--- src/rtl/rede_float_core_if.sv ---
// Host-side bus of one neuron core: sample in, result out, one-hot port strobes.
interface rede_float_core_if;
    logic signed [18:0] io_in;
    logic signed [27:0] io_out;
    logic        [3:0]  req_in;
    logic        [3:0]  out_en;

    modport slave  (input io_in, output io_out, req_in, out_en);
    modport master (output io_in, input io_out, req_in, out_en);
endinterface

--- src/rtl/rede_float_core.sv ---
// Single-neuron core: fetch N_IN samples, multiply-accumulate against fixed
// weights, add bias, saturate to 28 bits, optional ReLU, post on port 0.
module rede_float_core #(
    parameter int                      N_IN    = 4,
    parameter int                      W_BITS  = 9,
    parameter logic [N_IN*W_BITS-1:0]  WEIGHTS = {9'sd3, -9'sd1, 9'sd2, 9'sd1},
    parameter logic signed [27:0]      BIAS    = 28'sd0,
    parameter bit                      RELU    = 1'b0
) (
    input logic              clk,
    input logic              rst,
    rede_float_core_if.slave bus
);
    localparam int IDX_W = (N_IN > 1) ? $clog2(N_IN) : 1;

    typedef enum logic [2:0] {S_IDLE, S_REQ, S_CAPT, S_MAC, S_OUT} state_t;

    state_t                    state, state_nxt;
    logic [IDX_W-1:0]          idx;
    logic signed [33:0]        acc;
    logic signed [18:0]        x_q;
    logic signed [W_BITS-1:0]  w_cur;
    logic signed [27:0]        prod;
    logic signed [33:0]        acc_sum;
    logic signed [33:0]        pre_sat;
    logic signed [27:0]        res;
    logic                      last;

    // Weight select, multiply and the post-processing of the final sum.
    always_comb begin
        w_cur   = $signed(WEIGHTS[idx*W_BITS +: W_BITS]);
        prod    = 28'(x_q) * 28'(w_cur);
        acc_sum = acc + 34'(prod);
        pre_sat = acc_sum + 34'(BIAS);
        last    = (idx == IDX_W'(N_IN - 1));
        if (pre_sat > 34'sd134217727)
            res = 28'sh7ff_ffff;
        else if (pre_sat < -34'sd134217728)
            res = 28'sh800_0000;
        else
            res = pre_sat[27:0];
        if (RELU && res[27])
            res = '0;
    end

    // Next-state logic; after OUT the core immediately starts the next pass.
    always_comb begin
        state_nxt = state;
        case (state)
            S_IDLE:  state_nxt = S_REQ;
            S_REQ:   state_nxt = S_CAPT;
            S_CAPT:  state_nxt = S_MAC;
            S_MAC:   state_nxt = last ? S_OUT : S_REQ;
            S_OUT:   state_nxt = S_REQ;
            default: state_nxt = S_IDLE;
        endcase
    end

    // State, datapath registers and registered strobes. The result is
    // loaded on the edge into OUT so io_out is already valid while out_en
    // is high; the accumulator is cleared on that same edge.
    always_ff @(posedge clk) begin
        if (rst) begin
            state      <= S_IDLE;
            idx        <= '0;
            acc        <= '0;
            x_q        <= '0;
            bus.io_out <= '0;
            bus.req_in <= '0;
            bus.out_en <= '0;
        end else begin
            state      <= state_nxt;
            bus.req_in <= (state_nxt == S_REQ) ? 4'b0001 : 4'b0000;
            bus.out_en <= (state_nxt == S_OUT) ? 4'b0001 : 4'b0000;
            if (state == S_CAPT)
                x_q <= bus.io_in;
            if (state == S_MAC) begin
                if (last) begin
                    idx        <= '0;
                    acc        <= '0;
                    bus.io_out <= res;
                end else begin
                    idx <= idx + IDX_W'(1);
                    acc <= acc_sum;
                end
            end
        end
    end
endmodule

--- src/flat_wrapper.sv ---
// flat-port wrapper written by rule: the top's interface ports become plain ports
module rede_float_core_flat 
#(
    parameter int                      N_IN    = 4,
    parameter int                      W_BITS  = 9,
    parameter logic [N_IN*W_BITS-1:0]  WEIGHTS = {9'sd3, -9'sd1, 9'sd2, 9'sd1},
    parameter logic signed [27:0]      BIAS    = 28'sd0,
    parameter bit                      RELU    = 1'b0
)
  (clk, rst, bus_io_in, bus_io_out, bus_req_in, bus_out_en);
  rede_float_core_if bus_i ();
  input logic clk;
  input logic rst;
  input wire logic [$bits(bus_i.io_in)-1:0] bus_io_in;
  output wire logic [$bits(bus_i.io_out)-1:0] bus_io_out;
  output wire logic [$bits(bus_i.req_in)-1:0] bus_req_in;
  output wire logic [$bits(bus_i.out_en)-1:0] bus_out_en;
  assign bus_i.io_in = bus_io_in;
  assign bus_io_out = bus_i.io_out;
  assign bus_req_in = bus_i.req_in;
  assign bus_out_en = bus_i.out_en;
  rede_float_core #(.N_IN(N_IN), .W_BITS(W_BITS), .WEIGHTS(WEIGHTS), .BIAS(BIAS), .RELU(RELU)) u_core (.clk(clk), .rst(rst), .bus(bus_i));
endmodule
--- config.mk ---
export PLATFORM = sky130hd
export DESIGN_NAME = rede_float_core_flat
export DESIGN_NICKNAME = d
export VERILOG_FILES = /design/src/rtl/rede_float_core_if.sv /design/src/rtl/rede_float_core.sv /design/src/flat_wrapper.sv
export SDC_FILE = /design/constraint.sdc
export NUM_CORES = 1
export LEC_CHECK = 0
export ABC_AREA = 0
export CAP_MARGIN = 20
export CORE_UTILIZATION = 32
export CTS_BUF_LIST = sky130_fd_sc_hd__clkbuf_8
export CTS_CLUSTER_DIAMETER = 100
export DETAILED_ROUTE_END_ITERATION = 16
export GPL_ROUTABILITY_DRIVEN = 0
export GPL_TIMING_DRIVEN = 0
export PLACE_DENSITY = 0.47
export SLEW_MARGIN = 20
export SYNTH_ARGS = -nofsm -noshare
export SYNTH_HDL_FRONTEND = slang
export SYNTH_SLANG_ARGS = --single-unit
--- constraint.sdc ---
create_clock -name clk -period 21 [get_ports clk]
set_clock_uncertainty 0.05 [all_clocks]
set_input_delay 4.2 -clock clk [delete_from_list [all_inputs] [get_ports clk]]
set_output_delay 4.2 -clock clk [all_outputs]
set_load 0.01 [all_outputs]
After elaboration in Yosys (flattened, before gate mapping)
Cells that the tools add are included.

storage, ports and cells
  register bits = 94
  latch bits = 0
  RAM bits = 0
  ROM bits = 0
  output and inout bits = 36
  memories = 0

cells by class
  $add $sub $neg = 2
  multipliers = 2
  divide/modulo/power cells = 0
  magnitude comparators = 2
  equality and inequality tests = 7
  shifts and indexed selects = 1
  muxes and demuxes = 8
  bitwise operators = 0
  reductions and logical operators = 3

operators by type and width
  operator                                                                            number
  28-bit two-way mux                                                                  2
  36-bit by 7-bit variable part select with 9-bit output (first input constant)       1
  34-bit by 28-bit adder with 34-bit output                                           1
  34-bit by 28-bit greater-than comparator with 1-bit output (second input constant)  1
  34-bit by 28-bit < comparator with 1-bit output (second input constant)             1
  34-bit two-way mux                                                                  1
  19-bit by 9-bit multiplier with 28-bit output                                       1
  3-bit one-hot mux with 4 select lines                                               1
  3-bit by 1-bit == test with 1-bit output (second input constant)                    2
  3-bit by 2-bit == test with 1-bit output (second input constant)                    2
  3-bit == test (second input constant)                                               2
  2-bit by 4-bit multiplier with 6-bit output (second input constant)                 1
  3-bit zero test                                                                     1
  3-bit two-way mux                                                                   1
  2-bit by 1-bit adder with 2-bit output (second input constant)                      1
  2-bit == test (second input constant)                                               1
  1-bit two-way mux                                                                   2
  2-bit two-way mux                                                                   1
  2-bit AND reduction                                                                 1
  2-bit OR reduction                                                                  1

Longest topological paths before layout
Gate-level depths: netlist (run 1).

  depth after elaboration = 7
  mapped depth = 27
  depth with buffers taken out = 24

Worst setup path before layout (run 1)
Ideal clock, no wire load.

  path type = reg-to-reg
  start = reg u_core.idx[0]
  end = reg u_core.bus.io_out[16]
  library setup time = 0.132 ns
  data arrival time = 6.688 ns
  required time = 20.818 ns
  slack = 14.130 ns
  cell stages (with the launch flop) = 26
  buffers on the path = 4
  clock period less this slack = 6.870 ns
  cell sequence = dfxtp_1 inv_1 ha_1 clkbuf_1 buf_1 nand2_1 inv_1 fa_1 fa_1 fa_1 fa_1 inv_1 fa_1 inv_1 ha_1 clkbuf_1 nand2_1 or4_1 a2bb2oi_1 nand4_1 a41oi_1 xor2_1 and4bb_1 a31oi_4 buf_2 o32ai_1

between the ends
  cells in the longest elaborated chain, start to end = 7
  elaborated cells on any way between the ends = 10
  those cells by class = add/sub (1); mul (2); order compare (2); eq/ne (1); shift (1); mux (2); reduce/logical (1)

ends and longest elaborated chain
  item                                                    RTL line                 RTL
  start, declared                                         rede_float_core.sv:19    logic [IDX_W-1:0] idx;
  start signal, assigned                                  rede_float_core.sv:83    idx <= idx + IDX_W'(1);
  2-bit by 4-bit multiplier with 6-bit output             rede_float_core.sv:31    w_cur = $signed(WEIGHTS[idx*W_BITS +: W_BITS]);
  36-bit by 7-bit variable part select with 9-bit output  rede_float_core.sv:31
  19-bit by 9-bit multiplier with 28-bit output           rede_float_core.sv:32    prod = 28'(x_q) * 28'(w_cur);
  34-bit by 28-bit adder with 34-bit output               rede_float_core.sv:33    acc_sum = acc + 34'(prod);
  34-bit by 28-bit < comparator with 1-bit output         rede_float_core.sv:38    else if (pre_sat < -34'sd134217728)
  28-bit two-way mux                                      rede_float_core.sv:38
  28-bit two-way mux                                      rede_float_core.sv:36    if (pre_sat > 34'sd134217727)
  end signal, assigned                                    rede_float_core.sv:81    bus.io_out <= res;
  end, declared                                           rede_float_core_if.sv:8  modport slave (input io_in, output io_out, req_in, out_en);

Several ways; a longest one is shown, not always the timed one.
A chain may end at the register's enable or synchronous reset.

Final worst setup path (run 1)
  start = reg u_core.idx[0]
  end = reg u_core.bus.io_out[18]

The elaborated chain is that of the path after synthesis.

==> impl_metrics.toml, run 1 <==
[finish]
area_used_by_multi_input_combinational_logic_sq_um = 7830
diodes = 0
final.fill_count = 3401
final_core_utilization_pct = 36.4
post_route_cells_drive_above_1_share_pct = 3.38
number_of_nets_in_the_layout = 1563
area_growth_syn_to_layout_pct = 11.8
instances_no_fill = 1742
seqCellArea_sq_um = 1760

[clock_tree]
worst_setup_hold_path_clk_slew_ns = 0.10
cts_post_setup_buffers_inserted = 0
cts_repair_resize_count = 0
clock_latency_at_the_later_pin_of_the_worst_skew_pair_ns = 0.41
cts.sinks = 88
cts_hold_repair.buffers = 0
htree_levels = 3
cts_buffers = 9
maximum_clock_path_buffer_count = 2
cts_tree = "built"
cts.root.buffer_cell = "clkbuf_8"

[setup_path]
rr_endpoint = "u_core.bus.io_out[18]$_SDFFE_PP0P_"
worstReg2RegStart = "u_core.idx[0]$_SDFFE_PP0P_"
critical_path.max_stage_delay_ns = 0.59
crit_path_start_kind = "register"
depth_of_the_worst_register_to_register_path = 24
crit_top_cell = "fa_1"
timing.setup.critical_path_class = "reg2reg"
crit_buf_inv = 7
timing.critical_path.max_delay_family = "adder cells"
cpMaxStageDelayCell = "clkbuf_1"
reg2reg_setup_slack_ns = 12.37
timing.critical_path.fanout_max = 10
arrival_ns = 8.85
required_time_reported_for_the_critical_path_endpoint_ns = 21.21
critPathCaptureType = "register"
crit_chain = "inv_1, ha_1, clkbuf_1, clkbuf_1, nand2_1, inv_1, fa_1, fa_1, fa_1, fa_1, inv_1, fa_1, inv_1, ha_1, nand2_1, or3_1, or4_1, nand4_1, a41oi_1, xor2_1, and4bb_1, a31oi_4, buf_2, o32ai_1"

[synthesis]
synth.lib_cells_used.distinct = 67
synthesis.yosys.warnings = 0
async_flop_share_pct = 0
ys.flop_type = "dfxtp_1"
number_of_flops_mapped_to_enable_cells_by_yosys = 0
synth_seq_cells = 88
yosysSeqAreaShare_pct = 16.6
syn-cell-area_sq_um = 10600
yosysTopAreaCellShare_pct = 28.0
synth_top_cells_by_area = "fa_1, dfxtp_1, ha_1, inv_1, nor2_1"
post_synth.cell_area_avg_sq_um = 8.65
cell_count_after_synthesis = 1230
synth_largest_area_cell = "fa_1"

[grt]
grt_pass1_wl_mm = 47.5
grt_antenna_before_repair = 0
via_count_of_the_first_global_routing_pass = 8585
global_route.overflow_total = 0
largest_net_degree_at_the_start_of_global_routing = 16
grtUsageTotal_pct = 18.3

[detailed_routing]
remaining_drc_errors = 0
detailedRoute.firstIterationViolations = 476
routed_wire_per_std_cell_microns = 16.7
ant_nets = 0
dr.pass1.iters = 5
via_count = 8334
routed_wl_mm = 29.1
drt-vias-per-instance = 4.78

[die]
dieArea_sq_um = 34000
floorplan.die.height_microns = 184
top_level_port_count = 57
num_rows = 66
core_area_sq_um = 32600
initial_cell_density_of_the_core_pct = 32.6
die_x_microns = 184

[outcome]
outcome = "complete, no violations"

[hold_path]
whs_endpoint = "u_core.acc[33]$_SDFFE_PP0P_"
worst_hold_path.num_cells = 2
holdCritPathClass = "reg2reg"
holdCritStartpoint = "u_core.acc[33]$_SDFFE_PP0P_"

[placement]
place_inst = 1727
place.port_buffers = 49
detail_placement_hpwl_mm = 24.2

[timing]
max_freq_ghz = 0.116
rsz0062_at_grt = "no"
post-route-min-period_ns = 8.63
hold_viol = 0
maxSlewHeadroom_pct = 36.6
final_worst_path_period_share_pct = 41.1
finalSetupViolations = 0
timing_worst_slew_pin_value_ns = 0.951
number_of_max_slew_violations_in_the_final_report = 0
fin_setup_tns_ns = 0

[power]
peakVddDrop_v = 0.0000267
power.leakage_uw = 0.00578
power.density_cell_area_nw_per_um2 = 34.0

[run]
max-cap-violations = 0
registers in the layout (all words and copies together) (netlist names):
name / flops
u_core.bus.out_en: 1
u_core.x_q: 19
u_core.state: 3
u_core.acc: 34
u_core.bus.req_in: 1
u_core.bus.io_out: 28
u_core.idx: 2
cells in the mapped netlist, drive strengths merged, types with 3 or more instances:
library cell,instances
a21oi,63
and3,5
nor3,12
clkbuf,48
o211ai,8
xor2,14
a21o,16
nand4,6
a22oi,27
buf,14
nor2,132
a211oi,5
fa,149
o21a,10
nor3b,4
or3,3
o21ai,30
ha,97
and2,13
nand2,114
xnor2,36
inv,206
o32ai,26
dfxtp,88
nor2b,35
nand3,11
a31oi,5
nand2b,5
o21bai,12
metrics by stage:
step	hold slack [ns]	cell area, sq um	worst slack [ns]	power, uW
2_1_floorplan	0.394	10700	14.13	253
3_3_place_gp	0.427	11700	12.45	290
3_5_place_dp	0.438	11700	12.39	290
4_1_cts	0.457	11900	12.36	412
5_1_grt	0.492	11900	11.90	430
6_report	0.464	11900	12.37	404
final cells by class:
class                   instances  area share [%]
repair buffers                 50            4.19
clock buffers                  10            1.16
plain buffers                  62            2.44
clock inverters                 5           0.326
inverters                     207            6.54
multi-input cells             878            65.9
flip-flops and latches         88            14.8
well taps                     442            4.65
worst min-delay path: stages, from the launching register on:
cell and delay (ns):
dfxtp_1 0.36, nand2_1 0.07, a21oi_1 0.05
kinds of logic after synthesis:
kind of cell | synth area share [%]
buf+inv | 10.0
simple gates | 14.8
mux | 0.294
flops | 16.6
xor+xnor | 4.12
other cells | 0.0353
fa+ha+maj | 39.5
compound gates | 14.7
routing by layer:
layer | routed length [microns] | global-route usage, %
met5 | 0 | 0
met4 | 415 | 4.37
met3 | 540 | 1.90
met2 | 14700 | 31.6
met1 | 13400 | 24.4
worst max-delay path by stage:
stage	startpoint	to	slack (ns)	cells past startpoint
after floorplan	u_core.idx[0]$_SDFFE_PP0P_	u_core.bus.io_out[16]$_SDFFE_PP0P_	14.13	25
final	u_core.idx[0]$_SDFFE_PP0P_	u_core.bus.io_out[18]$_SDFFE_PP0P_	12.37	24
after detailed placement	u_core.idx[0]$_SDFFE_PP0P_	u_core.bus.io_out[18]$_SDFFE_PP0P_	12.39	24
after global routing	u_core.idx[0]$_SDFFE_PP0P_	u_core.bus.io_out[22]$_SDFFE_PP0P_	11.90	24
after global placement	u_core.idx[0]$_SDFFE_PP0P_	u_core.bus.io_out[20]$_SDFFE_PP0P_	12.45	24
after CTS	u_core.idx[0]$_SDFFE_PP0P_	u_core.bus.io_out[18]$_SDFFE_PP0P_	12.36	24
power breakdown:
part           total, uW  internal [uW]  switching, uW  leakage, uW
Combinational        108           39.2           69.0      0.00498
Sequential           176            171           5.45     0.000711
Clock                120           46.8           72.8    0.0000895
cells in the final DEF (no fill, tap or decap), types with 4 or more instances in the layout:
cell,count
nor2_1,132
o21ai_0,26
nand3_1,11
fa_1,149
a22oi_1,27
o21bai_1,12
o211ai_1,8
buf_4,8
a21o_1,16
xor2_1,14
and3_1,5
buf_6,4
o32ai_1,25
clkbuf_8,10
inv_1,206
xnor2_1,36
clkbuf_1,48
a21oi_1,63
ha_1,97
nand2_1,114
o21a_1,10
conb_1,6
and2_1,12
nand4_1,6
nand2b_1,5
a31oi_1,4
dfxtp_1,88
clkdlybuf4s50_1,49
nor2b_1,35
nor3_1,12
Power figures use the tool's default switching activity.
==> run 2, diff against run 1 <==
Clock period 21 ns to 8.25 ns, I/O delays scaled along.
==> impl_metrics.toml, run 2 (same netlist as run 1, synthesis figures left out) <==
[outcome]
outcome = "complete, no violations"

[clock_tree]
cts_post_setup_buffers_inserted = 0
cts.root.buffer_cell = "clkbuf_8"
maximum_clock_path_buffer_count = 2
htree_levels = 3
cts_buffers = 9
cts.sinks = 88
clock_latency_at_the_later_pin_of_the_worst_skew_pair_ns = 0.41
cts_tree = "built"
worst_setup_hold_path_clk_slew_ns = 0.10

[finish]
regMostFlops = "u_core.acc"
final.fill_count = 3405
area_growth_syn_to_layout_pct = 11.9
number_of_nets_in_the_layout = 1562
diodes = 0
post_route_cells_drive_above_1_share_pct = 3.77
flip_flop_count_of_the_largest_register_after_layout = 34
final_common_cell = "inv_1"
fin_area_sq_um = 11900
mostFrequentLayoutCells = "inv_1, fa_1, nor2_1"
layout_top_registers = "u_core.acc x34, u_core.bus.io_out x28, u_core.x_q x19"

[detailed_routing]
routed_wl_mm = 29.1
routed_wire_per_std_cell_microns = 16.7
dr.pass1.iters = 5
via_count = 8361
remaining_drc_errors = 0
drt-vias-per-instance = 4.80
ant_nets = 0
detailedRoute.firstIterationViolations = 410

[grt]
grt_pass1_wl_mm = 47.4
grtUsageTotal_pct = 18.3
via_count_of_the_first_global_routing_pass = 8582
global_route.overflow_total = 0
largest_net_degree_at_the_start_of_global_routing = 16
grt_antenna_before_repair = 0

[setup_path]
required_time_reported_for_the_critical_path_endpoint_ns = 8.46
timing.critical_path.fanout_max = 10
crit_path_start_kind = "register"
arrival_ns = 8.06
timing.setup.critical_path_class = "reg2reg"
critPathCaptureType = "register"

[die]
dieArea_sq_um = 34000
num_rows = 66
top_level_port_count = 57
core_area_sq_um = 32600
initial_cell_density_of_the_core_pct = 32.6
floorplan.die.height_microns = 184
die_x_microns = 184

[power]
power.density_cell_area_nw_per_um2 = 86.5
power.leakage_uw = 0.00579
peakVddDrop_v = 0.0000675

[timing]
max_freq_ghz = 0.127
maxSlewHeadroom_pct = 36.3
final_hold_slack_ns = 0.463
post-route-min-period_ns = 7.85
finalSetupViolations = 0
timing_worst_slew_pin_value_ns = 0.956
final_worst_path_period_share_pct = 95.2
number_of_max_slew_violations_in_the_final_report = 0
hold_viol = 0
rsz0062_at_grt = "no"

[placement]
detail_placement_hpwl_mm = 24.2
place.port_buffers = 49
placedInstanceArea_sq_um = 11700

[hold_path]
holdCritPathClass = "reg2reg"

[run]
max-cap-violations = 0
run 2: cell types whose count changed in the layout (fill, tap and decap cells not counted):
cell        delta
clkinvlp_4     +1
clkbuf_1       -3
ha_4           +1
buf_1          -1
clkbuf_2       +3
ha_1           -1
clkinv_1       -1
run 2: timing repair:
item                       4_1_cts  5_1_grt
cloned                           0        0
resized for setup                2        5
hold buffers                     0        0
setup endpoints to repair       27       21
run 2: path summary, 6_finish.rpt:
| path | from | endpoint | slack, ns | depth (start not counted) |
|---|---|---|---|---|
| max reg2reg | u_core.idx[0]$_SDFFE_PP0P_ | u_core.bus.io_out[18]$_SDFFE_PP0P_ | 0.40 | 22 |
| min | u_core.acc[33]$_SDFFE_PP0P_ | u_core.acc[33]$_SDFFE_PP0P_ | 0.46 | 2 |
| max | u_core.idx[0]$_SDFFE_PP0P_ | u_core.bus.io_out[18]$_SDFFE_PP0P_ | 0.40 | 22 |
| min reg2reg | u_core.acc[33]$_SDFFE_PP0P_ | u_core.acc[33]$_SDFFE_PP0P_ | 0.46 | 2 |
run 2: metrics by stage:
stage | utilization (%) | setup TNS, ns | total power, uW | setup WS (ns) | std cells
after floorplan | - | 0 | 644 | 1.38 | 1235
after detailed placement | 35.9 | -6.80 | 739 | -0.359 | 1727
after global routing | 36.5 | 0 | 1100 | 0.0219 | 1741
final | 36.5 | 0 | 1030 | 0.398 | 1741
after CTS | 36.4 | 0 | 1050 | 0.237 | 1741
after global placement | 35.9 | -5.54 | 738 | -0.298 | 1726
run 2: layer usage:
layer | up-vias | track usage, % | wire length [microns]
met5 | - | 0 | 0
li1 | 4091 | - | -
met2 | 102 | 31.6 | 14700
met1 | 4155 | 24.3 | 13300
met3 | 13 | 1.90 | 680
met4 | 0 | 4.37 | 413
run 2: worst max-delay path, cell delays in order, from the launching register on:
cell and delay, ns:
dfxtp_1 0.37, inv_1 0.14, ha_1 0.51, clkbuf_1 0.58, nor2b_1 0.14, fa_1 0.52, fa_1 0.57, fa_1 0.46
fa_1 0.54, inv_1 0.06, fa_1 0.53, inv_1 0.04, ha_1 0.39, nand4_1 0.20, or3_1 0.39, or4_1 0.48
nand4_1 0.20, a41oi_1 0.16, xor2_1 0.27, and4bb_1 0.25, a31oi_4 0.40, buf_2 0.33, o32ai_1 0.12
run 2: report_power, final:
group          switching, uW  internal (uW)  leakage [uW]
logic                    176           99.9       0.00499
clock network            186            119     0.0000895
registers               13.9            435      0.000711
total                    376            654       0.00579
run 2: layout make-up:
type / count / area (sq um) / area share (%)
Inverter: 207 / 781 / 6.56
Clock inverter: 5 / 38.8 / 0.326
Buffer: 61 / 290 / 2.44
Timing Repair Buffer: 50 / 498 / 4.18
Tap cell: 442 / 553 / 4.65
Sequential cell: 88 / 1760 / 14.8
Clock buffer: 10 / 138 / 1.16
Multi-Input combinational cell: 878 / 7840 / 65.9
==> run 3, diff against run 2 <==
Settings changed: ABC_CLOCK_PERIOD_IN_PS from default to 8250, TNS_END_PERCENT from default to 1.
==> results of run 3 <==
Final layout, timing and power as in run 2 (identical DEF).
